`src/rtl/enc42_seq.sv`:
```
`default_nettype none
// ============================================================================
//  Module   : enc42_seq
//  Purpose  : Sequential 4-to-2 priority encoder. Latches rising edges on four
//             request lines and emits one 2-bit code per event over valid/ready.
//  Revision : 1.0  initial release
// ============================================================================
module enc42_seq #(
    parameter bit PRIO_HIGH = 1'b1
) (
    input  logic       clk,
    input  logic       rst,
    input  logic [3:0] req,
    input  logic       out_ready,
    input  logic       ovf_clr,
    output logic       out_valid,
    output logic [1:0] code,
    output logic [3:0] pend,
    output logic       ovf
);

    typedef enum logic [0:0] {
        ST_IDLE = 1'b0,
        ST_HOLD = 1'b1
    } state_t;

    state_t     r_state;
    logic [3:0] r_req_q;
    logic [3:0] r_pending;
    logic       r_out_valid;
    logic [1:0] r_code;
    logic       r_ovf;

    logic [3:0] w_edge;
    logic       w_any;
    logic [1:0] w_sel;
    logic       w_load;
    logic [3:0] w_load_mask;
    logic       w_ovf_set;

    assign w_edge = req & ~r_req_q;
    assign w_any  = |r_pending;

    // Only already-registered pending bits compete; fresh edges wait a cycle.
    generate
        if (PRIO_HIGH) begin : g_prio_high
            always_comb begin
                w_sel = 2'd0;
                for (int i = 0; i < 4; i++) begin
                    if (r_pending[i]) w_sel = i[1:0];
                end
            end
        end else begin : g_prio_low
            always_comb begin
                w_sel = 2'd0;
                for (int i = 3; i >= 0; i--) begin
                    if (r_pending[i]) w_sel = i[1:0];
                end
            end
        end
    endgenerate

    assign w_load      = w_any && ((r_state == ST_IDLE) || out_ready);
    assign w_load_mask = w_load ? (4'b0001 << w_sel) : 4'b0000;
    assign w_ovf_set   = |(w_edge & r_pending & ~w_load_mask);

    always_ff @(posedge clk) begin
        r_req_q <= req;
        if (rst) begin
            r_state     <= ST_IDLE;
            r_pending   <= 4'b0000;
            r_out_valid <= 1'b0;
            r_code      <= 2'b00;
            r_ovf       <= 1'b0;
        end else begin
            // A new edge overrides the clear from a same-cycle load.
            r_pending <= (r_pending & ~w_load_mask) | w_edge;

            if (w_ovf_set)
                r_ovf <= 1'b1;
            else if (ovf_clr)
                r_ovf <= 1'b0;

            case (r_state)
                ST_IDLE: begin
                    if (w_load) begin
                        r_code      <= w_sel;
                        r_out_valid <= 1'b1;
                        r_state     <= ST_HOLD;
                    end
                end
                ST_HOLD: begin
                    if (out_ready) begin
                        if (w_load) begin
                            r_code <= w_sel;
                        end else begin
                            r_out_valid <= 1'b0;
                            r_state     <= ST_IDLE;
                        end
                    end
                end
                default: begin
                    r_out_valid <= 1'b0;
                    r_state     <= ST_IDLE;
                end
            endcase
        end
    end

    assign out_valid = r_out_valid;
    assign code      = r_code;
    assign pend      = r_pending;
    assign ovf       = r_ovf;

endmodule
`default_nettype wire

```
`config.mk`:
```
export PLATFORM = sky130hd
export DESIGN_NAME = enc42_seq
export DESIGN_NICKNAME = d
export VERILOG_FILES = /design/src/rtl/enc42_seq.sv
export SDC_FILE = /design/constraint.sdc
export NUM_CORES = 1
export LEC_CHECK = 0
export ABC_AREA = 1
export CAP_MARGIN = 20
export CORE_AREA = 2 2 39 41
export DETAILED_ROUTE_END_ITERATION = 10
export DIE_AREA = 0 0 41 43
export PLACE_DENSITY = 0.65
export SETUP_SLACK_MARGIN = 0.15
export SLEW_MARGIN = 0
export SYNTH_ARGS = -nofsm -noshare
export SYNTH_HDL_FRONTEND = slang
export SYNTH_SLANG_ARGS = --single-unit
export TNS_END_PERCENT = 100
```
`constraint.sdc`:
```
create_clock -name clk -period 2.1 [get_ports clk]
set_clock_uncertainty 0.1 [all_clocks]
set_input_delay 0.525 -clock clk [delete_from_list [all_inputs] [get_ports clk]]
set_output_delay 0.525 -clock clk [all_outputs]
set_load 0.01 [all_outputs]
```
==> results.ini <==
[outcome]
run_status=finished, final reports clean

[synth]
synth_top_area_share_pct=52.3
netlist_top_cells_area=sky130_fd_sc_hd__dfxtp_1, sky130_fd_sc_hd__nor2_1, sky130_fd_sc_hd__inv_1
post_synth_num_cell_types=13
postSynthNetCount=75
post_synth_instance_area_um2=498
synth_top_family_by_area=simple AND/OR/NAND/NOR gates
post_synth.cell_area_avg_um2=7.43
ys_dominant_reg_cell=sky130_fd_sc_hd__dfxtp_1
ys_seq_area_share_pct=52.3
async_reset_ff_share_pct=0
synth-xor-area-share_pct=0
compound_gate_fraction_of_synth_area_pct=13.6
syn_inst=67
synth_enable_flop_cells=0
mux_share_of_post_synthesis_cell_area_pct=0
synth.ff_latch_count=13
synth-adder-area-share_pct=0
yosysTopAreaCell=sky130_fd_sc_hd__dfxtp_1
post_synth_top_cells=sky130_fd_sc_hd__dfxtp_1, sky130_fd_sc_hd__nor2_1, sky130_fd_sc_hd__inv_1, sky130_fd_sc_hd__a21oi_1, sky130_fd_sc_hd__nand2_1
synth-simple-area-share_pct=25.1
synthesis.yosys.warnings=0

[clocking]
clk_pin_slew_ns=0.07
clock-sinks=13
clk_latency_ns=0.27
cts_made_buffers=3
clk_path_buf_depth=2
postCtsHoldBufs=0
cts_resized=0
cts_root_buf=sky130_fd_sc_hd__clkbuf_4
cts_tree=yes
post_cts_buffers=0
cts.htree.levels=1

[detailed_routing]
via_count=457
routed_antenna_nets=0
route.detailed.wl_per_inst_um=8.81
vias_per_cell=4.48
drt-total-wl_um=899
first_iter_violations=7
detail_route.first_pass.iterations=2
route.detailed.drc=0

[worst_hold_path]
hold_path.class=register to register
worstHoldEndpoint=code[1]
min_path_cells=2
worstHoldStart=code[1]

[setup_path]
rr_endpoint=ovf
worst_setup_path_start_kind=register
worst_path_largest_cell_delay_ns=0.57
critical_path.endpoint_type=output port
crit_path_cell_trace=clkdlybuf4s50_1
critical_path_arrival_ns=1.26
path_max_fanout=6
r2r_cells=6
path_delay_family=buffers and inverters
regToRegSetupSlack_ns=0.96
worstReg2RegStart=pend[3]
slowest_stage=sky130_fd_sc_hd__clkdlybuf4s50_1
wp_data_required_ns=1.47
path_buf_inv=1
crit_type=register to output port

[timing]
hold_slack_ns=0.363
rsz0062_at_grt=no
fin_tns_setup_ns=0
period_share_pct=89.9
drv_slew=0
fmax_mhz=530
slew-limit-headroom_pct=87.3
timing.final.hold_violations=0
max_slew.worst_pin.slew_ns=0.189
finalCriticalPeriod_ns=1.89
setup-violations-final=0

[global_route]
first_pass_grt_wire_length_um=1410
global_route.overflow_total=0
grt_use_total_pct=12.1
first_global_vias=360
antenna_found_initial=0
grt_start_max_net_pins=8

[power]
ir_worst_vdd_mv=0.270
leakagePower_nw=0.307
power_density_nw_per_um2=738

[layout]
filler_cell_count=152
num_antenna_cells=0
multi_input_comb_area_um2=193
areaGrowthSynthToFinish_pct=40.5
drive_gt1_share_pct=10.5
ff_latch_area_um2=262
nets=95

[die]
initial_utilization_pct=36.0
row_count=14
die_height_um=43
number_of_top_level_pins=16
chip_width_um=41
core_region_um2=1380
floorplan.die_area_um2=1760

[place]
gp_routability_congestion=0.824
detailed_place_hpwl_um=682
port_buffers=15

[job]
cap_violations=0

[worst min-delay path, delay by kind of cell (launching register included)]
family / cells / cell delay, ns
AO/OA/AOI/OAI: 1 / 0.05
AND/OR/NAND/NOR: 1 / 0.06
flip-flops: 1 / 0.31
[worst max-delay path by stage]
| stage | start | end | slack [ns] | cells past startpoint |
|---|---|---|---|---|
| 2_1_floorplan | out_ready | ovf | 0.86 | 7 |
| 3_5_place_dp | out_ready | ovf | 0.32 | 8 |
| 5_1_grt | pend[1] | pend[1] | 0.16 | 1 |
| 6_report | pend[1] | pend[1] | 0.21 | 1 |
| 4_1_cts | pend[2] | pend[2] | 0.18 | 1 |
| 3_3_place_gp | out_ready | ovf | 0.31 | 8 |
[flip-flops by register name (all words and copies together), names as in the netlist]
register and count:
pend 4, ovf 1, code 2, r_state 1
r_req_q 4, out_valid 1
[cell families (layout without fill, tap and decap cells)]
group                  Yosys count  in the layout
flip-flops                      13             13
AO/OA/AOI/OAI                   13             13
AND/OR/NAND/NOR                 29             29
buffers and inverters           12             31
[through the flow]
stage                     power (mW)  utilization, %  instances  cell area, µm²  worst slack [ns]
after floorplan                0.328               -         67             498             0.864
after detailed placement       0.373            48.6         98             672             0.320
after global routing           0.552            50.5        102             699             0.160
final                          0.516            50.5        102             699             0.212
after global placement         0.372            48.6         98             672             0.313
after CTS                      0.526            50.5        102             698             0.184
[placed cells by master (no fill, tap or decap), types with 2 or more instances in the layout]
| cell | Yosys | final |
|---|---|---|
| sky130_fd_sc_hd__o21ai_0 | 2 | 2 |
| sky130_fd_sc_hd__nor2_1 | 13 | 13 |
| sky130_fd_sc_hd__nand3_1 | 5 | 5 |
| sky130_fd_sc_hd__clkdlybuf4s50_1 | 0 | 15 |
| sky130_fd_sc_hd__nand2_1 | 7 | 7 |
| sky130_fd_sc_hd__nand2_2 | 3 | 3 |
| sky130_fd_sc_hd__clkbuf_4 | 0 | 3 |
| sky130_fd_sc_hd__o21ai_1 | 3 | 3 |
| sky130_fd_sc_hd__a21oi_1 | 7 | 7 |
| sky130_fd_sc_hd__inv_1 | 10 | 10 |
| sky130_fd_sc_hd__dfxtp_1 | 13 | 12 |
[cell type report]
| class | count | area share, % |
|---|---|---|
| sequential | 13 | 37.4 |
| multi-input combinational | 42 | 27.5 |
| timing repair buffer | 16 | 22.5 |
| inverter | 11 | 5.90 |
| clock buffer | 4 | 3.76 |
| tap | 16 | 2.86 |
[layer usage]
layer	vias up	GRT usage [%]	part of all wire (%)
met3	3	3.14	6.8
met5	-	0	0
met1	192	15.1	49
met4	0	10.0	2.3
li1	248	-	-
met2	14	16.6	42
[where the power goes]
part	internal [mW]	total (mW)	switching (mW)
logic	0.0481	0.0898	0.0417
clock network	0.0736	0.150	0.0763
registers	0.264	0.276	0.0119
total	0.386	0.516	0.130
(Power assumes the default switching activity.)
